--- src/rtl/ball_pkg.sv ---
// Shared types and defaults for the multi-ball motion engine.
// Positions are signed fixed point; speeds are 11-bit signed fixed point.
package ball_pkg;

  localparam int FRAC_BITS_DEF = 6;
  localparam int X_MAX_DEF     = 639;
  localparam int Y_MAX_DEF     = 479;

  // Slot storage is wide enough for any FRAC_BITS up to FRAC_BITS_MAX
  localparam int FRAC_BITS_MAX = 16;
  localparam int POS_W         = 12 + FRAC_BITS_MAX;
  localparam int SPD_W         = 11;

  // ST_IDLE | waiting for frame / accepting spawn+kill
  // ST_UPDATE | stepping slot r_idx
  // ST_DONE | frame finished, frameDone follows
  typedef enum logic [1:0] {
    ST_IDLE   = 2'd0,
    ST_UPDATE = 2'd1,
    ST_DONE   = 2'd2
  } fsm_state_e;

  typedef struct packed {
    logic [POS_W-1:0] x;
    logic [POS_W-1:0] y;
    logic [SPD_W-1:0] vx;
    logic [SPD_W-1:0] vy;
    logic             active;
  } ball_t;

  function automatic logic [SPD_W-1:0] sat_speed(input logic signed [SPD_W+1:0] v,
                                                 input int vmax);
    if (v > vmax)
      return SPD_W'(vmax);
    else if (v < -vmax)
      return SPD_W'(-vmax);
    else
      return v[SPD_W-1:0];
  endfunction

endpackage

--- src/rtl/ball_step.sv ---
// One-slot kinematics: move by old speed, clamp to the playfield, reflect
// and saturate speeds, add gravity only on a free Y step.
module ball_step
  import ball_pkg::*;
#(
  parameter int FRAC_BITS = FRAC_BITS_DEF,
  parameter int GRAVITY   = 1,
  parameter int X_MAX     = X_MAX_DEF,
  parameter int Y_MAX     = Y_MAX_DEF,
  parameter int V_MAX     = 1023
) (
  input  ball_t i_ball,
  output ball_t o_ball,
  output logic  o_bounce
);

  localparam int EW = POS_W + 1;
  localparam int VW = SPD_W + 2;
  localparam logic signed [EW-1:0] X_LIM = EW'(longint'(X_MAX) << FRAC_BITS);
  localparam logic signed [EW-1:0] Y_LIM = EW'(longint'(Y_MAX) << FRAC_BITS);

  logic signed [EW-1:0] w_nx, w_ny;
  logic signed [VW-1:0] w_vx, w_vy, w_vx_abs, w_vy_abs, w_vy_grav;
  logic                 w_bx, w_by;

  always_comb begin
    w_vx      = $signed({{2{i_ball.vx[SPD_W-1]}}, i_ball.vx});
    w_vy      = $signed({{2{i_ball.vy[SPD_W-1]}}, i_ball.vy});
    w_vx_abs  = w_vx[VW-1] ? -w_vx : w_vx;
    w_vy_abs  = w_vy[VW-1] ? -w_vy : w_vy;
    w_vy_grav = w_vy + VW'(GRAVITY);
    w_nx      = $signed({i_ball.x[POS_W-1], i_ball.x}) +
                $signed({{(EW-SPD_W){i_ball.vx[SPD_W-1]}}, i_ball.vx});
    w_ny      = $signed({i_ball.y[POS_W-1], i_ball.y}) +
                $signed({{(EW-SPD_W){i_ball.vy[SPD_W-1]}}, i_ball.vy});

    o_ball = i_ball;
    w_bx   = 1'b0;
    w_by   = 1'b0;

    if (i_ball.active) begin
      if (w_nx[EW-1]) begin
        o_ball.x  = '0;
        o_ball.vx = sat_speed(w_vx_abs, V_MAX);
        w_bx      = 1'b1;
      end else if (w_nx > X_LIM) begin
        o_ball.x  = X_LIM[POS_W-1:0];
        o_ball.vx = sat_speed(-w_vx_abs, V_MAX);
        w_bx      = 1'b1;
      end else begin
        o_ball.x  = w_nx[POS_W-1:0];
        o_ball.vx = sat_speed(w_vx, V_MAX);
      end

      // a Y bounce reflects the speed without the gravity increment
      if (w_ny[EW-1]) begin
        o_ball.y  = '0;
        o_ball.vy = sat_speed(w_vy_abs, V_MAX);
        w_by      = 1'b1;
      end else if (w_ny > Y_LIM) begin
        o_ball.y  = Y_LIM[POS_W-1:0];
        o_ball.vy = sat_speed(-w_vy_abs, V_MAX);
        w_by      = 1'b1;
      end else begin
        o_ball.y  = w_ny[POS_W-1:0];
        o_ball.vy = sat_speed(w_vy_grav, V_MAX);
      end
    end

    o_bounce = w_bx | w_by;
  end

endmodule

--- src/rtl/multi_ball_move.sv ---
// Multi-slot ball mover: one slot stepped per cycle after each startOfFrame,
// with spawn/kill handshakes accepted only while idle.
module multi_ball_move
  import ball_pkg::*;
#(
  parameter int NUM_BALLS = 4,
  parameter int FRAC_BITS = FRAC_BITS_DEF,
  parameter int GRAVITY   = 1,
  parameter int X_MAX     = X_MAX_DEF,
  parameter int Y_MAX     = Y_MAX_DEF,
  parameter int V_MAX     = 1023,
  localparam int IDX_W    = (NUM_BALLS > 1) ? $clog2(NUM_BALLS) : 1
) (
  input  logic                        clk,
  input  logic                        resetN,
  input  logic                        startOfFrame,
  input  logic                        spawnValid,
  output logic                        spawnReady,
  input  logic [10:0]                 spawnX,
  input  logic [10:0]                 spawnY,
  input  logic [10:0]                 spawnXspeed,
  input  logic [10:0]                 spawnYspeed,
  input  logic                        killValid,
  output logic                        killReady,
  input  logic [IDX_W-1:0]            killIdx,
  output logic [NUM_BALLS-1:0][10:0]  topLeftX,
  output logic [NUM_BALLS-1:0][10:0]  topLeftY,
  output logic [NUM_BALLS-1:0]        active,
  output logic                        busy,
  output logic                        frameDone,
  output logic                        frameOverrun,
  output logic [NUM_BALLS-1:0]        bounceEvent
);

  fsm_state_e           r_state, w_state_nxt;
  logic [IDX_W-1:0]     r_idx, w_idx_nxt;
  ball_t                r_slot [NUM_BALLS];
  logic [NUM_BALLS-1:0] r_bounce;
  logic                 r_frame_done, r_overrun;

  ball_t                w_step_out, w_spawn_ball;
  logic                 w_step_bounce;
  logic                 w_idle, w_free_any, w_spawn_go, w_kill_go;
  logic [IDX_W-1:0]     w_free_idx;

  ball_step #(
    .FRAC_BITS (FRAC_BITS),
    .GRAVITY   (GRAVITY),
    .X_MAX     (X_MAX),
    .Y_MAX     (Y_MAX),
    .V_MAX     (V_MAX)
  ) u_step (
    .i_ball   (r_slot[r_idx]),
    .o_ball   (w_step_out),
    .o_bounce (w_step_bounce)
  );

  // lowest-index free slot; scanning downward leaves the smallest index last
  always_comb begin
    w_free_any = 1'b0;
    w_free_idx = '0;
    for (int i = NUM_BALLS - 1; i >= 0; i--) begin
      if (!r_slot[i].active) begin
        w_free_any = 1'b1;
        w_free_idx = IDX_W'(i);
      end
    end
  end

  always_comb begin
    w_idle     = (r_state == ST_IDLE);
    busy       = !w_idle;
    killReady  = w_idle && !startOfFrame;
    spawnReady = killReady && w_free_any;
    w_spawn_go = spawnValid && spawnReady;
    w_kill_go  = killValid && killReady && (int'(killIdx) < NUM_BALLS);

    w_spawn_ball        = '0;
    w_spawn_ball.x      = {{(POS_W-11){1'b0}}, spawnX} << FRAC_BITS;
    w_spawn_ball.y      = {{(POS_W-11){1'b0}}, spawnY} << FRAC_BITS;
    w_spawn_ball.vx     = spawnXspeed;
    w_spawn_ball.vy     = spawnYspeed;
    w_spawn_ball.active = 1'b1;
  end

  always_comb begin
    w_state_nxt = r_state;
    w_idx_nxt   = r_idx;
    case (r_state)
      ST_IDLE: begin
        if (startOfFrame) begin
          w_state_nxt = ST_UPDATE;
          w_idx_nxt   = '0;
        end
      end
      ST_UPDATE: begin
        if (r_idx == IDX_W'(NUM_BALLS - 1))
          w_state_nxt = ST_DONE;
        else
          w_idx_nxt = r_idx + 1'b1;
      end
      ST_DONE: begin
        w_state_nxt = ST_IDLE;
        w_idx_nxt   = '0;
      end
      default: begin
        w_state_nxt = ST_IDLE;
        w_idx_nxt   = '0;
      end
    endcase
  end

  always_ff @(posedge clk or negedge resetN) begin
    if (!resetN) begin
      r_state <= ST_IDLE;
      r_idx   <= '0;
    end else begin
      r_state <= w_state_nxt;
      r_idx   <= w_idx_nxt;
    end
  end

  always_ff @(posedge clk or negedge resetN) begin
    if (!resetN) begin
      for (int i = 0; i < NUM_BALLS; i++) r_slot[i] <= '0;
      r_bounce     <= '0;
      r_frame_done <= 1'b0;
      r_overrun    <= 1'b0;
    end else begin
      r_bounce     <= '0;
      r_frame_done <= (r_state == ST_DONE);
      r_overrun    <= startOfFrame && !w_idle;
      if (r_state == ST_UPDATE) begin
        r_slot[r_idx]   <= w_step_out;
        r_bounce[r_idx] <= w_step_bounce;
      end
      // kill first so a spawn into the same (already free) slot wins
      if (w_kill_go) r_slot[killIdx].active <= 1'b0;
      if (w_spawn_go) r_slot[w_free_idx] <= w_spawn_ball;
    end
  end

  for (genvar gi = 0; gi < NUM_BALLS; gi++) begin : g_out
    assign topLeftX[gi] = r_slot[gi].x[FRAC_BITS +: 11];
    assign topLeftY[gi] = r_slot[gi].y[FRAC_BITS +: 11];
    assign active[gi]   = r_slot[gi].active;
  end

  assign bounceEvent  = r_bounce;
  assign frameDone    = r_frame_done;
  assign frameOverrun = r_overrun;

endmodule

--- config.mk ---
export PLATFORM = sky130hd
export DESIGN_NAME = multi_ball_move
export DESIGN_NICKNAME = d
export VERILOG_FILES = /design/src/rtl/ball_pkg.sv /design/src/rtl/ball_step.sv /design/src/rtl/multi_ball_move.sv
export SDC_FILE = /design/constraint.sdc
export NUM_CORES = 1
export LEC_CHECK = 0
export CAP_MARGIN = 20
export CORE_MARGIN = 8
export CORE_UTILIZATION = 40
export CTS_CLUSTER_DIAMETER = 50
export DETAILED_ROUTE_END_ITERATION = 8
export PLACE_DENSITY = 0.66
export SYNTH_ARGS = -nofsm -noshare
export SYNTH_HDL_FRONTEND = slang
export SYNTH_SLANG_ARGS = --single-unit
--- constraint.sdc ---
create_clock -name clk -period 8.6 [get_ports clk]
set_input_delay 1.72 -clock clk [delete_from_list [all_inputs] [get_ports clk]]
set_output_delay 1.72 -clock clk [all_outputs]
set_load 0.05 [all_outputs]
==> flow_metrics.tcl <==
set metrics [dict create \
    crit_type "flop to flop" \
    path_max_fanout 32 \
    viasPerCell 6.21 \
    fin_tns_setup_ns 0 \
    clkTransAtPathRegs_ns 0.06 \
    first_pass_iters 6 \
    drc 0 \
    rr_startpoint "r_idx[0]" \
    placement_rows 88 \
    drtAntennaViolNets 0 \
    gp_congestion 0.930 \
    cp.required_ns 9.09 \
    clk_path_buf_depth 3 \
    htree_levels 2 \
    worstHoldStart "r_slot[157]" \
    finClkSkew_ns 0.0141 \
    die_area_um2 66000 \
    wire_per_inst_um 22.9 \
    endpoint_kind "flop" \
    grt_usage_pct 23.5 \
    final.period_utilization_pct 83.4 \
    synth.distinct_cells 96 \
    tightest_slew_ns 1.10 \
    yosys_warnings 0 \
    postCtsSetupRepairBufs 0 \
    vias 21690 \
    crit_start "r_idx[0]" \
    fin_crit_ns 7.17 \
    grt_max_degree 159 \
    insertion_delay_ns 0.59 \
    wl_um 80000 \
    numCtsBuffers 44 \
    status "finished clean" \
    fmax_mhz 139 \
    syn_nets 2874 \
    synthTopCellsByArea "dfrtp_1 (35%), mux4_2 (7.3%), nand2_1 (7.2%), a21oi_1 (5.2%), o21ai_0 (5.1%)" \
    final_nets 2815 \
    dpl.hpwl_um 52300 \
    rsz0062_at_grt "false" \
    synth-main-ff-cell "dfrtp_1" \
    synth.largest_area_cell "dfrtp_1" \
    syn_area_um2 23200 \
    portBuffers 151 \
    synth_top_family_by_area "compound AO/OA/AOI/OAI gates" \
    synthXorXnorAreaFrac_pct 3.15 \
    worstPathArrival_ns 7.66 \
    synthCells 2752 \
    hold_buffers 0 \
    synth_seq_area_share_pct 35.2 \
    start_kind "flop" \
    synth_fa_ha_area_share_pct 3.89 \
    grt_pass1_wl_um 126000 \
    synth-simple-area-share_pct 18.7 \
    maxCapViolations 0 \
    area_growth_pct 12.6 \
    start_util_pct 40.4 \
    final-max-slew-violation-count 0 \
    syn_area_per_cell_um2 8.43 \
    post_cts_resized 0 \
    relSlewSlack_pct 26.6 \
    synth-edff-count 0 \
    synthMuxAreaShare_pct 8.02 \
    antenna_found_initial 3 \
    clockRootBuffer "clkbuf_16" \
    fp.dieH_um 257 \
    synth_common_cells "nand2_1 (446), dfrtp_1 (326), nor2_1 (246), a21oi_1 (241), o21ai_0 (236)" \
    drive_above_1_share_pct 9.05 \
    hold_violations 0 \
    hp-class "flop to flop" \
    synth_most_common_cell "nand2_1" \
    num-fill-cells 5446 \
    synthArstFlopShare_pct 100 \
    antennaDiodeCount 0 \
    ios 152 \
    setup_viol 0 \
    grt_overflow 0 \
    cts_tree "done" \
    core_region_area_um2 57500 \
    dr.first_iter.drc_count 2304 \
    grt_pass1_vias 21598 \
    synth_top_area_share_pct 35.2 \
    synth_compound_area_share_pct 23.9 \
    ys_ff_latch 326 \
    die_w_um 257 \
    clock_sinks 326 \
]
[worst paths after layout]
| check | endpoint | slack (ns) | depth (start not counted) |
|---|---|---|---|
| worst min-delay path | r_slot[157] | 0.52 | 2 |
| max in group asynchronous | r_idx[1] | 5.82 | 2 |
| min in group asynchronous | r_slot[312] | 1.19 | 1 |
| worst max-delay path | r_slot[265] | 1.43 | 14 |
| worst max register to register | r_slot[265] | 1.43 | 14 |
| worst min register to register | r_slot[157] | 0.52 | 2 |
[placed cells by master (no fill, tap or decap), types with 13 or more instances in the layout]
| master | instances |
|---|---|
| a22oi_1 | 13 |
| a31oi_1 | 23 |
| nand3_1 | 35 |
| xor2_1 | 25 |
| inv_1 | 41 |
| o31ai_1 | 27 |
| clkdlybuf4s50_1 | 150 |
| nor2_1 | 245 |
| or3_1 | 16 |
| nand4_1 | 22 |
| o21ai_1 | 32 |
| clkbuf_16 | 45 |
| a211oi_1 | 101 |
| nand2_1 | 442 |
| nor4_1 | 14 |
| and3_1 | 32 |
| o211ai_1 | 14 |
| dfrtp_1 | 324 |
| mux4_2 | 75 |
| a21oi_1 | 241 |
| a21o_1 | 57 |
| ha_1 | 69 |
| buf_4 | 36 |
| nand2b_1 | 14 |
| and2_1 | 28 |
| nor3_1 | 49 |
| xnor2_1 | 50 |
| o21ai_0 | 236 |
[logic make-up after synthesis]
logic type | after synthesis
flip-flops | 326
AND/OR/NAND/NOR | 966
buffers and inverters | 335
XOR/XNOR | 80
multiplexers | 91
AO/OA/AOI/OAI | 883
adder cells (fa/ha/maj) | 71
[metrics by stage]
| stage | area [um2] | utilization (%) | hold slack (ns) | worst slack (ns) | std cells |
|---|---|---|---|---|---|
| floorplan | 23200 | - | 0.472 | 2.35 | 2752 |
| global placement | 24500 | 42.7 | 0.499 | 1.57 | 3412 |
| detailed placement | 24500 | 42.7 | 0.510 | 1.52 | 3412 |
| CTS | 26100 | 45.5 | 0.511 | 1.49 | 3493 |
| global route | 26100 | 45.5 | 0.522 | 0.964 | 3493 |
| finish | 26100 | 45.5 | 0.519 | 1.43 | 3493 |
[registers in the layout, summed over array words and instances (netlist names)]
signal / cells
frameDone: 1
topLeftY: 44
r_state: 2
r_idx: 2
r_slot: 224
frameOverrun: 1
topLeftX: 44
bounceEvent: 4
active: 4
[routing by layer]
| layer | routed length (um) | GRT usage, % |
|---|---|---|
| met5 | 49 | 0 |
| met1 | 34300 | 31.9 |
| met2 | 36200 | 36.8 |
| met3 | 7300 | 5.37 |
| met4 | 2190 | 8.04 |
[critical path, stage by stage (launching register included)]
cell and delay [ns]:
dfrtp_4 0.86, buf_4 0.72, mux4_2 0.73, ha_1 0.44, a21o_1 0.25, a221o_1 0.36
a221oi_1 0.61, o21ai_1 0.24, a21oi_1 0.26, o21ai_0 0.14, xor2_1 0.18, or4_1 0.80
nor3_1 0.83, a22oi_1 0.30, a211oi_1 0.33
[layout make-up]
class | count | area, um2 | share of cell area [%]
timing repair buffer | 188 | 1810 | 6.92
multi-input combinational | 2091 | 13500 | 51.5
tap | 765 | 957 | 3.66
clock buffer | 60 | 1270 | 4.87
clock inverter | 21 | 308 | 1.18
sequential | 326 | 8170 | 31.3
inverter | 42 | 159 | 0.608
Power is left out: the tool's default activity adds up to more than one toggle a clock period on the data nets, which glitch-free logic cannot reach.
